### src/rtl/pipe_mux_if.sv
// Handshake bundle for pipe_mux_nto1: packed input channels with select,
// valid/ready on both sides, and a squash input.
interface pipe_mux_if #(
   parameter int WIDTH  = 32,
   parameter int NUM_IN = 4
);
   localparam int SEL_W = (NUM_IN > 1) ? $clog2(NUM_IN) : 1;

   logic [NUM_IN*WIDTH-1:0] IN;
   logic [SEL_W-1:0]        SELECT;
   logic                    IN_VALID;
   logic                    IN_READY;
   logic                    FLUSH;
   logic [WIDTH-1:0]        OUT;
   logic                    OUT_VALID;
   logic                    OUT_READY;

   modport master (
      output IN, SELECT, IN_VALID, FLUSH, OUT_READY,
      input  IN_READY, OUT, OUT_VALID
   );

   modport slave (
      input  IN, SELECT, IN_VALID, FLUSH, OUT_READY,
      output IN_READY, OUT, OUT_VALID
   );
endinterface

### src/rtl/pipe_mux_nto1.sv
// Registered N-to-1 mux stage with valid/ready handshake and flush.
// Define PIPE_MUX_SKID_EN to add a skid register and a registered IN_READY.
module pipe_mux_nto1 #(
   parameter int WIDTH  = 32,
   parameter int NUM_IN = 4
) (
   input logic       CLK,
   input logic       RESET,
   pipe_mux_if.slave bus
);
   localparam int SEL_W = (NUM_IN > 1) ? $clog2(NUM_IN) : 1;

`ifdef PIPE_MUX_SKID_EN
   typedef enum logic [1:0] {EMPTY = 2'd0, FULL = 2'd1, SKID = 2'd2} state_t;
   logic [WIDTH-1:0] skid_q;
`else
   typedef enum logic {EMPTY = 1'b0, FULL = 1'b1} state_t;
`endif

   state_t           state, state_nx;
   logic [WIDTH-1:0] sel_data;
   logic [WIDTH-1:0] out_q;
   logic             ready;
   logic             accept;
   logic             drain;

   // Out-of-range selects match no channel and therefore yield zero.
   always_comb begin
      sel_data = '0;
      for (int i = 0; i < NUM_IN; i++)
         if (bus.SELECT == SEL_W'(i)) sel_data = bus.IN[i*WIDTH +: WIDTH];
   end

   assign accept = bus.IN_VALID && ready;
   assign drain  = (state != EMPTY) && bus.OUT_READY;

   always_ff @(posedge CLK) begin
      if (RESET) state <= EMPTY;
      else       state <= state_nx;
   end

   always_comb begin
      state_nx = state;
      if (bus.FLUSH) begin
         state_nx = EMPTY;
      end else begin
`ifdef PIPE_MUX_SKID_EN
         case (state)
            EMPTY: if (accept) state_nx = FULL;
            FULL: begin
               if (accept && !drain)      state_nx = SKID;
               else if (!accept && drain) state_nx = EMPTY;
            end
            SKID:    if (drain) state_nx = FULL;
            default: state_nx = EMPTY;
         endcase
`else
         if (state == EMPTY && accept)                state_nx = FULL;
         else if (state == FULL && drain && !accept)  state_nx = EMPTY;
`endif
      end
   end

   always_comb begin
      ready = 1'b0;
      if (!RESET) begin
`ifdef PIPE_MUX_SKID_EN
         ready = (state != SKID);
`else
         ready = (state == EMPTY) || bus.OUT_READY;
`endif
      end
   end

   // Data path; a flush leaves stale data in place since OUT_VALID masks it.
   always_ff @(posedge CLK) begin
      if (RESET) begin
         out_q  <= '0;
`ifdef PIPE_MUX_SKID_EN
         skid_q <= '0;
`endif
      end else if (!bus.FLUSH) begin
`ifdef PIPE_MUX_SKID_EN
         case (state)
            EMPTY: if (accept) out_q <= sel_data;
            FULL: begin
               if (accept && drain) out_q  <= sel_data;
               else if (accept)     skid_q <= sel_data;
            end
            SKID:    if (drain) out_q <= skid_q;
            default: ;
         endcase
`else
         if (accept) out_q <= sel_data;
`endif
      end
   end

   assign bus.IN_READY  = ready;
   assign bus.OUT       = out_q;
   assign bus.OUT_VALID = (state != EMPTY);
endmodule
### src/flat_wrapper.sv
// flat-port wrapper written by rule: the top's interface ports become plain ports
module pipe_mux_nto1_flat 
#(
   parameter int WIDTH  = 32,
   parameter int NUM_IN = 4
)
  (CLK, RESET, bus_IN, bus_SELECT, bus_IN_VALID, bus_FLUSH, bus_OUT_READY, bus_IN_READY, bus_OUT, bus_OUT_VALID);
  pipe_mux_if #(.WIDTH(WIDTH), .NUM_IN(NUM_IN)) bus_i ();
  input logic CLK;
  input logic RESET;
  input wire logic [$bits(bus_i.IN)-1:0] bus_IN;
  input wire logic [$bits(bus_i.SELECT)-1:0] bus_SELECT;
  input wire logic [$bits(bus_i.IN_VALID)-1:0] bus_IN_VALID;
  input wire logic [$bits(bus_i.FLUSH)-1:0] bus_FLUSH;
  input wire logic [$bits(bus_i.OUT_READY)-1:0] bus_OUT_READY;
  output wire logic [$bits(bus_i.IN_READY)-1:0] bus_IN_READY;
  output wire logic [$bits(bus_i.OUT)-1:0] bus_OUT;
  output wire logic [$bits(bus_i.OUT_VALID)-1:0] bus_OUT_VALID;
  assign bus_i.IN = bus_IN;
  assign bus_i.SELECT = bus_SELECT;
  assign bus_i.IN_VALID = bus_IN_VALID;
  assign bus_i.FLUSH = bus_FLUSH;
  assign bus_i.OUT_READY = bus_OUT_READY;
  assign bus_IN_READY = bus_i.IN_READY;
  assign bus_OUT = bus_i.OUT;
  assign bus_OUT_VALID = bus_i.OUT_VALID;
  pipe_mux_nto1 #(.WIDTH(WIDTH), .NUM_IN(NUM_IN)) u_core (.CLK(CLK), .RESET(RESET), .bus(bus_i));
endmodule
### config.mk
export PLATFORM = sky130hd
export DESIGN_NAME = pipe_mux_nto1_flat
export DESIGN_NICKNAME = d
export VERILOG_FILES = /design/src/rtl/pipe_mux_if.sv /design/src/rtl/pipe_mux_nto1.sv /design/src/flat_wrapper.sv
export SDC_FILE = /design/constraint.sdc
export NUM_CORES = 1
export LEC_CHECK = 0
export ABC_AREA = 0
export CORE_UTILIZATION = 33
export CTS_CLUSTER_DIAMETER = 120
export DETAILED_ROUTE_END_ITERATION = 8
export PLACE_DENSITY = 0.86
export SLEW_MARGIN = 10
export SYNTH_ARGS = -nofsm -noshare
export SYNTH_HDL_FRONTEND = slang
export SYNTH_SLANG_ARGS = --single-unit
### constraint.sdc
create_clock -name CLK -period 2.6 [get_ports CLK]
set_input_delay 0.78 -clock CLK [delete_from_list [all_inputs] [get_ports CLK]]
set_output_delay 0.78 -clock CLK [all_outputs]
set_load 0.1 [all_outputs]
==> results by group <==
Outcome
  – Outcome: finished clean

Floorplanning
  – Row count: 26
  – Height of the chip: roughly 76 µm
  – Boundary pin count: 169
  – Starting Density: 0.349
  – Die width: around 76 µm
  – Die ar.: 5760 µm²
  – CORE AREA: around 5200 µm²

Yosys
  – Post-synth top area share: 0.375
  – Synth Area in Simple Gates: 0.0173
  – Syn Inst Count: between 100 and 150
  – Post-synthesis compound-gate area fraction: 0.160
  – Mapped cell area: 1800 µm²
  – Seq/Total Area, Yosys: 0.366
  – Largest family of logic cells by synthesized area: multiplexers
  – Yosys reg bits: 33
  – XOR/XNOR Fraction of Synth Area: 0
  – Largest area contributor in the netlist: mux4_2
  – Synth Area in Adders: 0
  – Synth Area per Inst: 15.3 µm²
  – Yosys cell types: 13
  – Mux cell area share after synthesis: 0.404
  – Syn nets: between 200 and 300
  – Yosys warnings: 0
  – Synth area leaders: mux4_2 (37%), dfxtp_1 (37%), a22o_1 (16%), mux4_1 (2.9%), buf_6 (2.5%)

Worst hold path
  – Worst hold path type: reg2reg

Drt
  – Met1 wire length: roughly 2.1 mm
  – Starting DRT DRC Count: 61
  – Met2 wire length: approximately 3.3 mm
  – Metal3 WL: approximately 480 µm
  – WL per Instance: between 15 and 20 µm
  – Max layer used: met4
  – Via density: ~5
  – Final wirelength: about 6.0 mm
  – Post-route antenna net violation count: 0
  – Initial DRT Pass Iterations: 4
  – DRC viols: 0
  – Vias: about 1,900

Placed design
  – Hpwl dp: 4.87 mm
  – IO Port Bufs: approximately 170
  – GPL Wtd Cong: between 0.6 and 0.7
  – Worst slack, placed: 0.167 ns

Timing
  – Setup violators final: 0
  – Final hold violations: 0
  – Slew at the pin closest to its max-slew limit: 0.287 ns
  – Hold_ws: roughly 0.48 ns
  – Slew headroom: 0.809
  – RSZ-0062 raised after global routing: no
  – Final period util: 0.936
  – Setup_tns: 0 ns
  – Time the worst path needs with I/O delays and setup: roughly 2.4 ns
  – Final Skew: 0.00542 ns
  – Peak Freq: between 400 and 500 MHz
  – Final worst slack: between 0.15 and 0.2 ns
  – Fin. max-slew vios: 0

Clock tree
  – CTS max path bufs: 2
  – Reg clk slew, reported paths: about 0.07 ns
  – H-tree Lvls: 2
  – Post-cts sizing count: 0
  – Sink Count: 33
  – Post CTS Setup Buffer Count: 0
  – CTS tree: built
  – CTS buffer count: 5
  – CTS root buffer: clkbuf_8
  – Clock latency at the later pin of the worst-skew pair: 0.27 ns
  – Hold_buf cts: 0

Setup path
  – Max incr delay on CP: slightly above 0.4 ns
  – WP buf/inv: 2
  – Critical path arrival: ~1.7 ns
  – Crit path kind: in2out
  – Setup crit end kind: output port
  – CP Data Required Time: roughly 1.8 ns
  – CP Max Fanout: 2
  – Cells along the critical path: clkdlybuf4s50_1 -> nor2b_1 -> nor2_2 -> buf_12
  – Startpoint Class: input pin
  – CP max-delay cell: clkdlybuf4s50_1
  – CP top delay family: buffers and inverters

Global routing
  – Total GRT Usage: 0.212
  – Grt total ovfl: 0
  – Initial antenna violation count: 0
  – Global-route wire length before repair: between 9 and 10 mm
  – Vias in the first global route: just over 2,000
  – Pin count of the biggest net entering global routing: 33

Finish
  – Final net count: about 420
  – Final core occ: 0.695
  – Fillers: between 300 and 400
  – Share of cells above drive strength 1: 0.286
  – Area Overhead vs Synth: 99.4%
  – Most frequent cells in the layout: clkdlybuf4s50_1 (133), buf_4 (40), dfxtp_1 (33), a22o_1 (32), mux4_2 (30)
  – N_diodes: 0
  – Most common cell after layout, fill and taps aside: clkdlybuf4s50_1

Pwr
  – PwrDens: about 440 nW/µm²
  – IR Drop Worst-Case VDD: about 210 µV
  – Leak Pwr: ~1.4 nW

Job
  – Max Cap Viol: 0
-- area by class of cell --
cell class              instances  area [µm²]  area share
repair buffers                177        1700       0.472
clock buffers                   6        72.6      0.0202
flip-flops and latches         33         661       0.184
clock inverters                 2        10.0     0.00278
multi-input cells              70        1060       0.295
well taps                      70        87.6      0.0244
inverters                       2        7.51     0.00209
-- kinds of logic after synthesis --
family	after synthesis
flops	33
buf+inv	15
simple gates	5
mux	32
compound gates	33
-- report_power, final --
part | total [mW] | internal, mW | switching [mW]
logic | 0.657 | 0.325 | 0.332
registers | 0.552 | 0.536 | 0.0162
clock network | 0.358 | 0.185 | 0.173
total | 1.57 | 1.05 | 0.521
-- stage by stage --
step           total power [mW]  instances  instance area [µm²]
3_5_place_dp               1.22        352                 3510
4_1_cts                    1.59        360                 3590
3_3_place_gp               1.21        352                 3510
5_1_grt                    1.64        360                 3590
6_report                   1.57        360                 3590
2_1_floorplan             0.938        118                 1810
-- worst paths after layout --
path / startpoint / to / slack [ns] / cells past startpoint
max: bus_OUT_READY / bus_IN_READY / 0.17 / 4
min: u_core.bus.OUT[9] / u_core.bus.OUT[9] / 0.48 / 1
max reg2reg: u_core.bus.OUT_VALID / u_core.bus.OUT[2] / 1.16 / 5
min reg2reg: u_core.bus.OUT[9] / u_core.bus.OUT[9] / 0.48 / 1
-- synthesized netlist by cell type --
master and instances:
a22o_1 32, buf_1 3, buf_2 6, buf_6 4, dfxtp_1 33, inv_1 2, mux4_1 2, mux4_2 30
nor2_1 2, nor2b_1 1, nor3_1 1, nor4_2 1, o31a_1 1
-- sequential cells by signal (all words and copies together) (netlist names) --
signal / count
u_core.bus.OUT_VALID: 1
u_core.bus.OUT: 32
-- routing by layer --
| metal | vias up | GRT usage |
|---|---|---|
| li1 | 849 | - |
| met1 | 884 | 0.233 |
| met2 | 108 | 0.395 |
| met3 | 11 | 0.0554 |
| met4 | 0 | 0.0712 |
| met5 | - | 0 |
Note: power is estimated with default switching activity, not from simulation.
